<file path="src/rtl/pkt_buf_pkg.sv">
// Shared definitions for the packet copy buffer (writer and reader side).
// Contents: buffer geometry constants, derived address/length widths,
// the published descriptor layout and the ingress writer state encoding.
package pkt_buf_pkg;

  localparam int PKT_DEPTH   = 3072;
  localparam int PKT_MAX_LEN = 1536;
  localparam int PKT_MIN_LEN = 60;

  localparam int PKT_AW = $clog2(PKT_DEPTH);
  localparam int PKT_LW = $clog2(PKT_MAX_LEN + 1);

  typedef struct packed {
    logic [PKT_AW-1:0] addr;
    logic [PKT_LW-1:0] len;
  } pkt_desc_t;

  typedef enum logic [1:0] {
    IDLE = 2'd0,
    RECV = 2'd1,
    DROP = 2'd2
  } pkt_state_e;

endpackage

</file>
<file path="src/rtl/ring_ptr_inc.sv">
// Ring pointer helper for a buffer of arbitrary (non power of two) depth.
// Ports:
//   ia      : address about to be written
//   ird_ptr : reader release pointer (oldest address still in use)
//   onext   : ia advanced by one, wrapping pDEPTH-1 -> 0
//   ospace  : 1 when a word may be written at ia, i.e. next(ia) != ird_ptr,
//             which keeps one slot free so full and empty stay distinct
module ring_ptr_inc #(
  parameter int pDEPTH = 3072
) (
  input  logic [$clog2(pDEPTH)-1:0] ia,
  input  logic [$clog2(pDEPTH)-1:0] ird_ptr,
  output logic [$clog2(pDEPTH)-1:0] onext,
  output logic                      ospace
);

  localparam int AW = $clog2(pDEPTH);

  assign onext  = (ia == AW'(pDEPTH - 1)) ? '0 : ia + 1'b1;
  assign ospace = (onext != ird_ptr);

endmodule

</file>
<file path="src/rtl/pkt_wr_ctrl.sv">
// Ingress write controller for the packet copy buffer. Writes each accepted
// byte of a sop/eop framed stream into the ring buffer, commits good packets
// by advancing wr_ptr and publishing a {start, len} descriptor, and rewinds
// runts, oversize, errored, aborted and non-fitting packets.
// Ports:
//   iclk, irst        : clock, asynchronous active-high reset
//   idata/ivalid/isop/ieop/ierr : ingress stream, no backpressure
//   ird_ptr           : reader release pointer
//   owr_en/ow_addr/ow_data : registered buffer write port
//   odesc_valid/odesc_addr/odesc_len, idesc_rdy : one-entry descriptor handshake
//   odrop_cnt         : saturating dropped-packet counter
module pkt_wr_ctrl
  import pkt_buf_pkg::*;
#(
  parameter int pBITS    = 8,
  parameter int pDEPTH   = PKT_DEPTH,
  parameter int pMAX_LEN = PKT_MAX_LEN,
  parameter int pMIN_LEN = PKT_MIN_LEN
) (
  input  logic                           iclk,
  input  logic                           irst,
  input  logic [pBITS-1:0]               idata,
  input  logic                           ivalid,
  input  logic                           isop,
  input  logic                           ieop,
  input  logic                           ierr,
  input  logic [$clog2(pDEPTH)-1:0]      ird_ptr,
  output logic                           owr_en,
  output logic [$clog2(pDEPTH)-1:0]      ow_addr,
  output logic [pBITS-1:0]               ow_data,
  output logic                           odesc_valid,
  output logic [$clog2(pDEPTH)-1:0]      odesc_addr,
  output logic [$clog2(pMAX_LEN+1)-1:0]  odesc_len,
  input  logic                           idesc_rdy,
  output logic [15:0]                    odrop_cnt
);

  localparam int AW = $clog2(pDEPTH);
  localparam int LW = $clog2(pMAX_LEN + 1);

  pkt_state_e       state_q, state_d;
  logic [AW-1:0]    wr_ptr_q, wr_ptr_d;
  logic [AW-1:0]    cur_q, cur_d;
  logic [AW-1:0]    start_q, start_d;
  logic [LW-1:0]    len_q, len_d;
  pkt_desc_t        desc_q, desc_d;
  logic             desc_pend_q, desc_pend_d;
  logic             desc_valid_q, desc_valid_d;
  logic             wr_en_q, wr_en_d;
  logic [AW-1:0]    wr_addr_q, wr_addr_d;
  logic [pBITS-1:0] wr_data_q, wr_data_d;
  logic [15:0]      drop_cnt_q, drop_cnt_d;

  logic [AW-1:0] wr_next, cur_next, cur_next2;
  logic          sop_space, cur_space, nxt_space, recv_space, slot_busy;
  logic          do_sop, do_eop;
  logic [LW-1:0] eop_len;
  logic [AW-1:0] eop_next;
  logic [1:0]    n_drop;
  logic [16:0]   drop_sum;

  // Space for a sop byte written at wr_ptr.
  ring_ptr_inc #(.pDEPTH(pDEPTH)) u_inc_wr (
    .ia(wr_ptr_q), .ird_ptr(ird_ptr), .onext(wr_next), .ospace(sop_space));
  // Continuation bytes land at next(cur); the second stage checks that slot.
  ring_ptr_inc #(.pDEPTH(pDEPTH)) u_inc_cur (
    .ia(cur_q), .ird_ptr(ird_ptr), .onext(cur_next), .ospace(cur_space));
  ring_ptr_inc #(.pDEPTH(pDEPTH)) u_inc_nxt (
    .ia(cur_next), .ird_ptr(ird_ptr), .onext(cur_next2), .ospace(nxt_space));

  // cur_space is normally implied; it also halts writing should the reader
  // pointer ever land directly ahead of the last written word.
  assign recv_space = cur_space & nxt_space;

  // The descriptor slot counts as occupied while a commit is still waiting
  // for its last write to land (pend) or an unaccepted descriptor is shown.
  assign slot_busy = desc_pend_q | (desc_valid_q & ~idesc_rdy);

  always_comb begin
    state_d      = state_q;
    wr_ptr_d     = wr_ptr_q;
    cur_d        = cur_q;
    start_d      = start_q;
    len_d        = len_q;
    desc_d       = desc_q;
    desc_pend_d  = 1'b0;
    desc_valid_d = desc_pend_q | (desc_valid_q & ~idesc_rdy);
    wr_en_d      = 1'b0;
    wr_addr_d    = wr_addr_q;
    wr_data_d    = wr_data_q;
    n_drop       = 2'd0;
    do_sop       = 1'b0;
    do_eop       = 1'b0;
    eop_len      = '0;
    eop_next     = '0;

    if (ivalid) begin
      case (state_q)
        RECV: begin
          if (isop) begin
            // Abort: rewind, then treat this beat as a fresh sop.
            n_drop = 2'd1;
            cur_d  = wr_ptr_q;
            do_sop = 1'b1;
          end else if (!recv_space || len_q == LW'(pMAX_LEN)) begin
            n_drop  = 2'd1;
            cur_d   = wr_ptr_q;
            state_d = ieop ? IDLE : DROP;
          end else begin
            wr_en_d   = 1'b1;
            wr_addr_d = cur_next;
            wr_data_d = idata;
            cur_d     = cur_next;
            len_d     = len_q + 1'b1;
            if (ieop) begin
              do_eop   = 1'b1;
              eop_len  = len_q + 1'b1;
              eop_next = cur_next2;
            end
          end
        end
        default: begin
          if (isop) begin
            do_sop = 1'b1;
          end else if (ieop) begin
            state_d = IDLE;
          end
        end
      endcase
    end

    if (do_sop) begin
      start_d = wr_ptr_q;
      cur_d   = wr_ptr_q;
      if (sop_space) begin
        wr_en_d   = 1'b1;
        wr_addr_d = wr_ptr_q;
        wr_data_d = idata;
        len_d     = LW'(1);
        state_d   = RECV;
        if (ieop) begin
          do_eop   = 1'b1;
          eop_len  = LW'(1);
          eop_next = wr_next;
        end
      end else begin
        n_drop  = n_drop + 2'd1;
        state_d = ieop ? IDLE : DROP;
      end
    end

    if (do_eop) begin
      state_d = IDLE;
      if (ierr || (eop_len < LW'(pMIN_LEN)) || slot_busy) begin
        cur_d  = wr_ptr_q;
        n_drop = n_drop + 2'd1;
      end else begin
        wr_ptr_d    = eop_next;
        cur_d       = eop_next;
        desc_d.addr = start_d;
        desc_d.len  = eop_len;
        desc_pend_d = 1'b1;
      end
    end

    drop_sum   = {1'b0, drop_cnt_q} + 17'(n_drop);
    drop_cnt_d = drop_sum[16] ? 16'hFFFF : drop_sum[15:0];
  end

  always_ff @(posedge iclk or posedge irst) begin
    if (irst) begin
      state_q      <= IDLE;
      wr_ptr_q     <= '0;
      cur_q        <= '0;
      start_q      <= '0;
      len_q        <= '0;
      desc_q       <= '0;
      desc_pend_q  <= 1'b0;
      desc_valid_q <= 1'b0;
      wr_en_q      <= 1'b0;
      wr_addr_q    <= '0;
      wr_data_q    <= '0;
      drop_cnt_q   <= '0;
    end else begin
      state_q      <= state_d;
      wr_ptr_q     <= wr_ptr_d;
      cur_q        <= cur_d;
      start_q      <= start_d;
      len_q        <= len_d;
      desc_q       <= desc_d;
      desc_pend_q  <= desc_pend_d;
      desc_valid_q <= desc_valid_d;
      wr_en_q      <= wr_en_d;
      wr_addr_q    <= wr_addr_d;
      wr_data_q    <= wr_data_d;
      drop_cnt_q   <= drop_cnt_d;
    end
  end

  assign owr_en      = wr_en_q;
  assign ow_addr     = wr_addr_q;
  assign ow_data     = wr_data_q;
  assign odesc_valid = desc_valid_q;
  assign odesc_addr  = desc_q.addr;
  assign odesc_len   = desc_q.len;
  assign odrop_cnt   = drop_cnt_q;

endmodule

</file>
<file path="config.mk">
export PLATFORM = sky130hd
export DESIGN_NAME = pkt_wr_ctrl
export DESIGN_NICKNAME = d
export VERILOG_FILES = /design/src/rtl/pkt_buf_pkg.sv /design/src/rtl/ring_ptr_inc.sv /design/src/rtl/pkt_wr_ctrl.sv
export SDC_FILE = /design/constraint.sdc
export NUM_CORES = 1
export LEC_CHECK = 0
export ABC_AREA = 1
export BUFFER_PORTS_ARGS = -buffer_cell sky130_fd_sc_hd__buf_2
export CAP_MARGIN = 20
export CORE_MARGIN = 1
export CORE_UTILIZATION = 50
export DETAILED_ROUTE_END_ITERATION = 8
export GPL_TIMING_DRIVEN = 0
export HOLD_SLACK_MARGIN = 0.08
export PLACE_DENSITY = 0.74
export SLEW_MARGIN = 15
export SYNTH_ARGS = -nofsm -noshare
export SYNTH_HDL_FRONTEND = slang
export SYNTH_HIERARCHICAL = 1
export SYNTH_SLANG_ARGS = --single-unit
</file>
<file path="constraint.sdc">
create_clock -name iclk -period 10.25 [get_ports iclk]
set_input_delay 0.5125 -clock iclk [delete_from_list [all_inputs] [get_ports iclk]]
set_output_delay 0.5125 -clock iclk [all_outputs]
set_load 0.005 [all_outputs]
</file>
# == Word-level counts from Yosys, hierarchy flattened ==
# Cells that the tools add are included.
# op_classes
addsub,7
n_lt_le_gt_ge,1
n_eq_ne,10
mux,82
bitwise,5
reduce_logical,10
# op_table
cell,count
two-way mux 12 bit,25
two-way mux 11 bit,14
two-way mux 8 bit,6
"adder 12 x 1 -> 12 bit, second input constant",3
"equality test 12 bit, second input constant",3
!= test 12 bit,3
two-way mux 2 bit,14
two-way mux 1 bit,22
adder 16 x 2 -> 17 bit,1
two-way mux 16 bit,1
"adder 11 x 1 -> 11 bit, second input constant",1
"equality test 11 bit, second input constant",1
"less-than comparator 11 x 6 -> 1 bit, second input constant",1
nonzero test 3 bit,2
"adder 2 x 1 -> 2 bit, second input constant",2
"!= test 4 bit, second input constant",1
AND reduction 2 bit,2
AND reduction 4 bit,1
nonzero test 4 bit,1
logical OR 1 bit,3
"!= test 3 x 1 -> 1 bit, second input constant",1
AND 1 bit,2
"equality test 2 x 1 -> 1 bit, second input constant",1
NOT 1 bit,2
2 further kinds,2
# totals
register_bits,111
input_bits,27
output_inout_bits,61
elab_cells,128

# == Logic depth before layout (Yosys ltp) ==
# depth
word_depth,22
ltp_mapped,41
depth_no_buf,41

# == By module ==
# Netlist, hierarchy kept.
# by_module_without_submodules
mod,instances,cells_per_inst,area_per_inst_um2,seq_area_each_um2
pkt_wr_ctrl,1,676,5567.8,2777.7
ring_ptr_inc at u_inc_nxt ...,2,137,639.4,0.0
ring_ptr_inc at u_inc_cur,1,132,621.8,0.0

# == Worst setup path after synthesis ==
# Ideal clock, no wire load.
# synth_timing
path_type,reg2reg
start,register cur_q[0]
end,register drop_cnt_q[7] (netlist: odrop_cnt[7])
setup_time_ns,0.142
arrival_time_ns,4.539
required_time_ns,10.108
setup_slack_ns,5.569
path_stages_with_launch,37
path_buffers,2
synth_period_minus_slack_ns,4.681
cell_sequence,dfrtp_1 -> ha_1 -> nand2_2 -> nor2_4 -> nand3_4 -> nand2_1 -> inv_1 -> ha_1 -> nand2_2 -> nor2_4 -> nand3_4 -> buf_6 -> nand3_1 -> nand2_1 -> nand3_1 -> nor2_1 -> nand3_1 -> nand2_1 -> nor2_1 -> nand2_1 -> nand2_1 -> inv_1 -> ha_1 -> nand2_1 -> o21ai_0 -> xnor2_1 -> ha_1 -> fa_1 -> nand2_1 -> inv_1 -> nand2_1 -> nor2_1 -> nand2_1 -> nor2_1 -> nand4_1 -> clkbuf_1 -> o21ai_0
# synth_via
elab_chain_cells,22
elab_cells_between_ends,40
cone_classes,5 x add/sub; 1 x order compare; 4 x eq/ne; 25 x mux; 1 x bitwise; 4 x reduce/logical
# synth_rtl
item,line_no,rtl
start: declaration,pkt_wr_ctrl.sv:43,"logic [AW-1:0] cur_q, cur_d;"
start signal: assignment,pkt_wr_ctrl.sv:187,cur_q <= cur_d;
adder 12 x 1 -> 12 bit / equality test 12 bit (equally long branches),ring_ptr_inc.sv:19,assign onext = (ia == AW'(pDEPTH - 1)) ? '0 : ia + 1'b1;
two-way mux 12 bit (*),ring_ptr_inc.sv:19,
named net cur_next[0],pkt_wr_ctrl.sv:54,"logic [AW-1:0] wr_next, cur_next, cur_next2;"
adder 12 x 1 -> 12 bit / equality test 12 bit (equally long branches),ring_ptr_inc.sv:19,
two-way mux 12 bit (*),ring_ptr_inc.sv:19,
!= test 12 bit (*),ring_ptr_inc.sv:20,assign ospace = (onext != ird_ptr);
named net nxt_space,pkt_wr_ctrl.sv:55,"logic sop_space, cur_space, nxt_space, recv_space, slot_busy;"
AND 1 bit (*),pkt_wr_ctrl.sv:73,assign recv_space = cur_space & nxt_space;
[8 not listed],-,
two-way mux 11 bit,pkt_wr_ctrl.sv:132,if (do_sop) begin
less-than comparator 11 x 6 -> 1 bit,pkt_wr_ctrl.sv:154,if (ierr || (eop_len < LW'(pMIN_LEN)) || slot_busy) begin
logical OR 1 bit (2 in a row),pkt_wr_ctrl.sv:154,
two-way mux 2 bit,pkt_wr_ctrl.sv:154,
two-way mux 2 bit (*),pkt_wr_ctrl.sv:152,if (do_eop) begin
adder 16 x 2 -> 17 bit (*),pkt_wr_ctrl.sv:166,"drop_sum = {1'b0, drop_cnt_q} + 17'(n_drop);"
two-way mux 16 bit (*),pkt_wr_ctrl.sv:167,drop_cnt_d = drop_sum[16] ? 16'hFFFF : drop_sum[15:0];
named net drop_cnt_d[7],pkt_wr_ctrl.sv:52,"logic [15:0] drop_cnt_q, drop_cnt_d;"
end signal: assignment,pkt_wr_ctrl.sv:196,drop_cnt_q <= drop_cnt_d;
end: declaration,pkt_wr_ctrl.sv:52,
# The timed path passes the listed nets; every way through them passes the cells marked *.
# A chain may end at the register's enable or synchronous reset.

# == Worst setup path after layout ==
# layout_timing
start,register cur_q[1]
end,register drop_cnt_q[7] (netlist: odrop_cnt[7])
# Same word-level chain as after synthesis.

==> impl_metrics.csv <==
group,metric,value,unit
route,wl,21000,um
pwr,static-leakage-power,4.69,nW
pwr,ir_drop,0.126,mV
cts,cts_setup_buffers,0,
route,drtIter0Drc,641,
route,met2WireLength,9290,um
die,num_rows,44,
setup_path,critical_path_class,"flip-flop to flip-flop",
cts,clock_path_buffers,2,
final_layout,antennaDiodeCount,0,
timing,relSlewSlack,0.416,
global_route,gr-total-overflow,0,
timing,fmax,168,MHz
placed_design,hpwlAfterDp,15900,um
yosys,synthCells,1082,
route,viasPerCell,5.40,
cts,clock-sinks,111,
global_route,grt_max_degree,83,
placed_design,routabilityCongestion,0.950,
setup_path,crit_fanout,10,
yosys,synth_nets,1118,
yosys,synthFlopType,"dfrtp_1",
timing,rsz0062_at_grt,"false",
placed_design,post-place-cells,1354,
setup_path,cp-start-kind,"flip-flop",
setup_path,cp_num_buf_inv,8,
yosys,synth_area_per_cell,6.90,um2
setup_path,end_kind,"flip-flop",
timing,final-setup-viol-count,0,
die,die_h,124,um
timing,finalCritPeriodShare,0.580,
final_layout,layout.cells.non_filler,1370,
die,core,0.0145,mm2
route,vias,7394,
yosys,ys_warn_count,6,
yosys,seq_area_frac_synth,0.372,
yosys,synth_top_family_by_area,"simple AND/OR/NAND/NOR gates",
setup_path,crit_top_cell,"nand2_1",
final_layout,layout_commonest_cell,"nand2_1",
yosys,async_flop_share,1.00,
yosys,synth-xor-area-share,0.00586,
final_layout,layout_common_cells,"nand2_1, inv_1, dfrtp_1",
setup_path,crit_family,"simple AND/OR/NAND/NOR gates",
global_route,grt_first_pass_wirelength,34400,um
timing,fin_worst_skew,5.94,ps
timing,finalSetupTns,0,ps
die,die-area,0.0154,mm2
cts,hold_buffers,0,
yosys,yosysUniqueCellTypes,42,
yosys,synth_enable_flop_cells,0,
cts,clk_latency,350,ps
setup_path,max_stage_delay,430,ps
setup_path,slowest_stage,"dfrtp_1",
global_route,antenna_found_initial,0,
yosys,synthSimpleGateAreaFrac,0.386,
global_route,track_usage,0.278,
final_layout,nFillCells,1410,
hold_path,holdCritPathClass,"input pin to asynchronous set/reset pin",
die,start_util,0.514,
route,wl_met1,9510,um
die,die_x,124,um
yosys,synth_seq_cells,111,
cts,cts-buffers-inserted,9,
final_layout,layout-drive-gt1-share,0.165,
placed_design,io_buffers,87,
final_layout,syn_to_final_growth,13.5,%
global_route,grt_pass1_vias,6841,
setup_path,cp.depth,36,
timing,final.min_clock_period,5950,ps
die,ioPinCount,88,
cts,path_clk_slew,70,ps
route,drc_errors,0,
cts,root_buffer,"clkbuf_16",
final_layout,nNetsFinal,1217,
pwr,powerDensity,231,mW/mm2
setup_path,worstPathArrival,6160,ps
cts,htree_levels,3,
route,drtAntennaViolNets,0,
cts,cts_tree,"built",
status,status,"completed",
route,drt_first_pass_iters,5,
timing,worst_pin_slew,873,ps
cts,ctsResizeCount,0,
setup_path,worstPathRequired,10460,ps
yosys,syn-cell-area,0.00747,mm2
yosys,synthAdderAreaFrac,0.0161,
route,wl_met3,1540,um
yosys,muxShareOfSynthArea,0,
route,routed.top_layer,"met4",
yosys,synth_compound_area_frac,0.119,
timing,hold_ws,119,ps
timing,maxSlewViolCount,0,
route,wl_per_cell,15.3,um
run,cap_violations,0,
setup_path,r2r_cells,36,
timing,finalHoldViolations,0,
[synthesized netlist by cell type, drive strengths merged, types with 2 or more instances]
cell type,count,area (um2)
dfrtp,111,2780
nand4,25,178
nand3,110,668
nor3,9,45.0
a22o,12,105
clkbuf,12,45.0
o21ai,61,313
o221a,4,45.0
nand3b,9,67.6
o31ai,4,30.0
or2,3,18.8
o21bai,9,78.8
clkinv,2,7.51
xor2,4,35.0
nand2,349,1340
a31oi,3,18.8
nor2,119,564
ha,8,100
buf,13,86.3
inv,165,619
o22ai,7,43.8
a21oi,36,218
[power breakdown]
part           switching [mW]  internal (mW)  total [mW]
Combinational           0.663          0.314       0.978
Sequential             0.0942          0.527       0.621
Clock                   0.163          0.199       0.361
[per-stage QoR]
stage / power (mW) / worst slack [ps] / utilization / area (um2)
after global routing: 2.12 / 3830 / 0.583 / 8470
after floorplan: 1.30 / 5570 / - / 7470
after detailed placement: 1.58 / 4400 / 0.562 / 8170
after global placement: 1.56 / 4480 / 0.560 / 8130
after CTS: 1.94 / 4380 / 0.583 / 8470
final: 1.96 / 4300 / 0.583 / 8470
[final timing paths]
kind	start	endpoint	slack, ps
min in group iclk	idata[3]	ow_data[3]$_DFF_PP0_	360
max in group asynchronous	irst	len_q[5]$_DFF_PP0_	9450
worst min register to register	ow_data[6]$_DFF_PP0_	ow_data[6]$_DFF_PP0_	480
worst max-delay path	cur_q[1]$_DFFE_PP0P_	odrop_cnt[7]$_DFF_PP0_	4300
worst max register to register	cur_q[1]$_DFFE_PP0P_	odrop_cnt[7]$_DFF_PP0_	4300
worst min-delay path	irst	odrop_cnt[13]$_DFF_PP0_	120
[flip-flops by register name, summed over array words and instances, names as in the netlist]
name / cells
wr_ptr_q: 12
odesc_addr: 12
desc_pend_q: 1
start_q: 12
owr_en: 1
odrop_cnt: 16
cur_q: 12
len_q: 11
state_q: 2
ow_addr: 12
odesc_len: 11
ow_data: 8
odesc_valid: 1
[cell families after synthesis]
| kind of cell | after synthesis |
|---|---|
| AOI/OAI and AO/OA | 140 |
| xor gates and xnor gates | 5 |
| adders and majority gates | 9 |
| buffers and inverters | 192 |
| DFF | 111 |
| and+or+nand+nor | 625 |
[cell type report]
cell class | count | area [um2] | area share
Clock inverter | 5 | 65.1 | 0.00768
Buffer | 25 | 131 | 0.0155
Inverter | 167 | 632 | 0.0746
Timing Repair Buffer | 88 | 463 | 0.0546
Tap cell | 184 | 230 | 0.0272
Multi-Input combinational cell | 779 | 3930 | 0.464
Sequential cell | 111 | 2780 | 0.328
Clock buffer | 11 | 243 | 0.0286
[per-layer routing]
metal / track usage / vias to the layer above
met5: 0 / -
met4: 0.106 / 0
met3: 0.0414 / 52
met2: 0.427 / 298
met1: 0.394 / 3384
li1: - / 3660
Power figures use the tool's default switching activity.
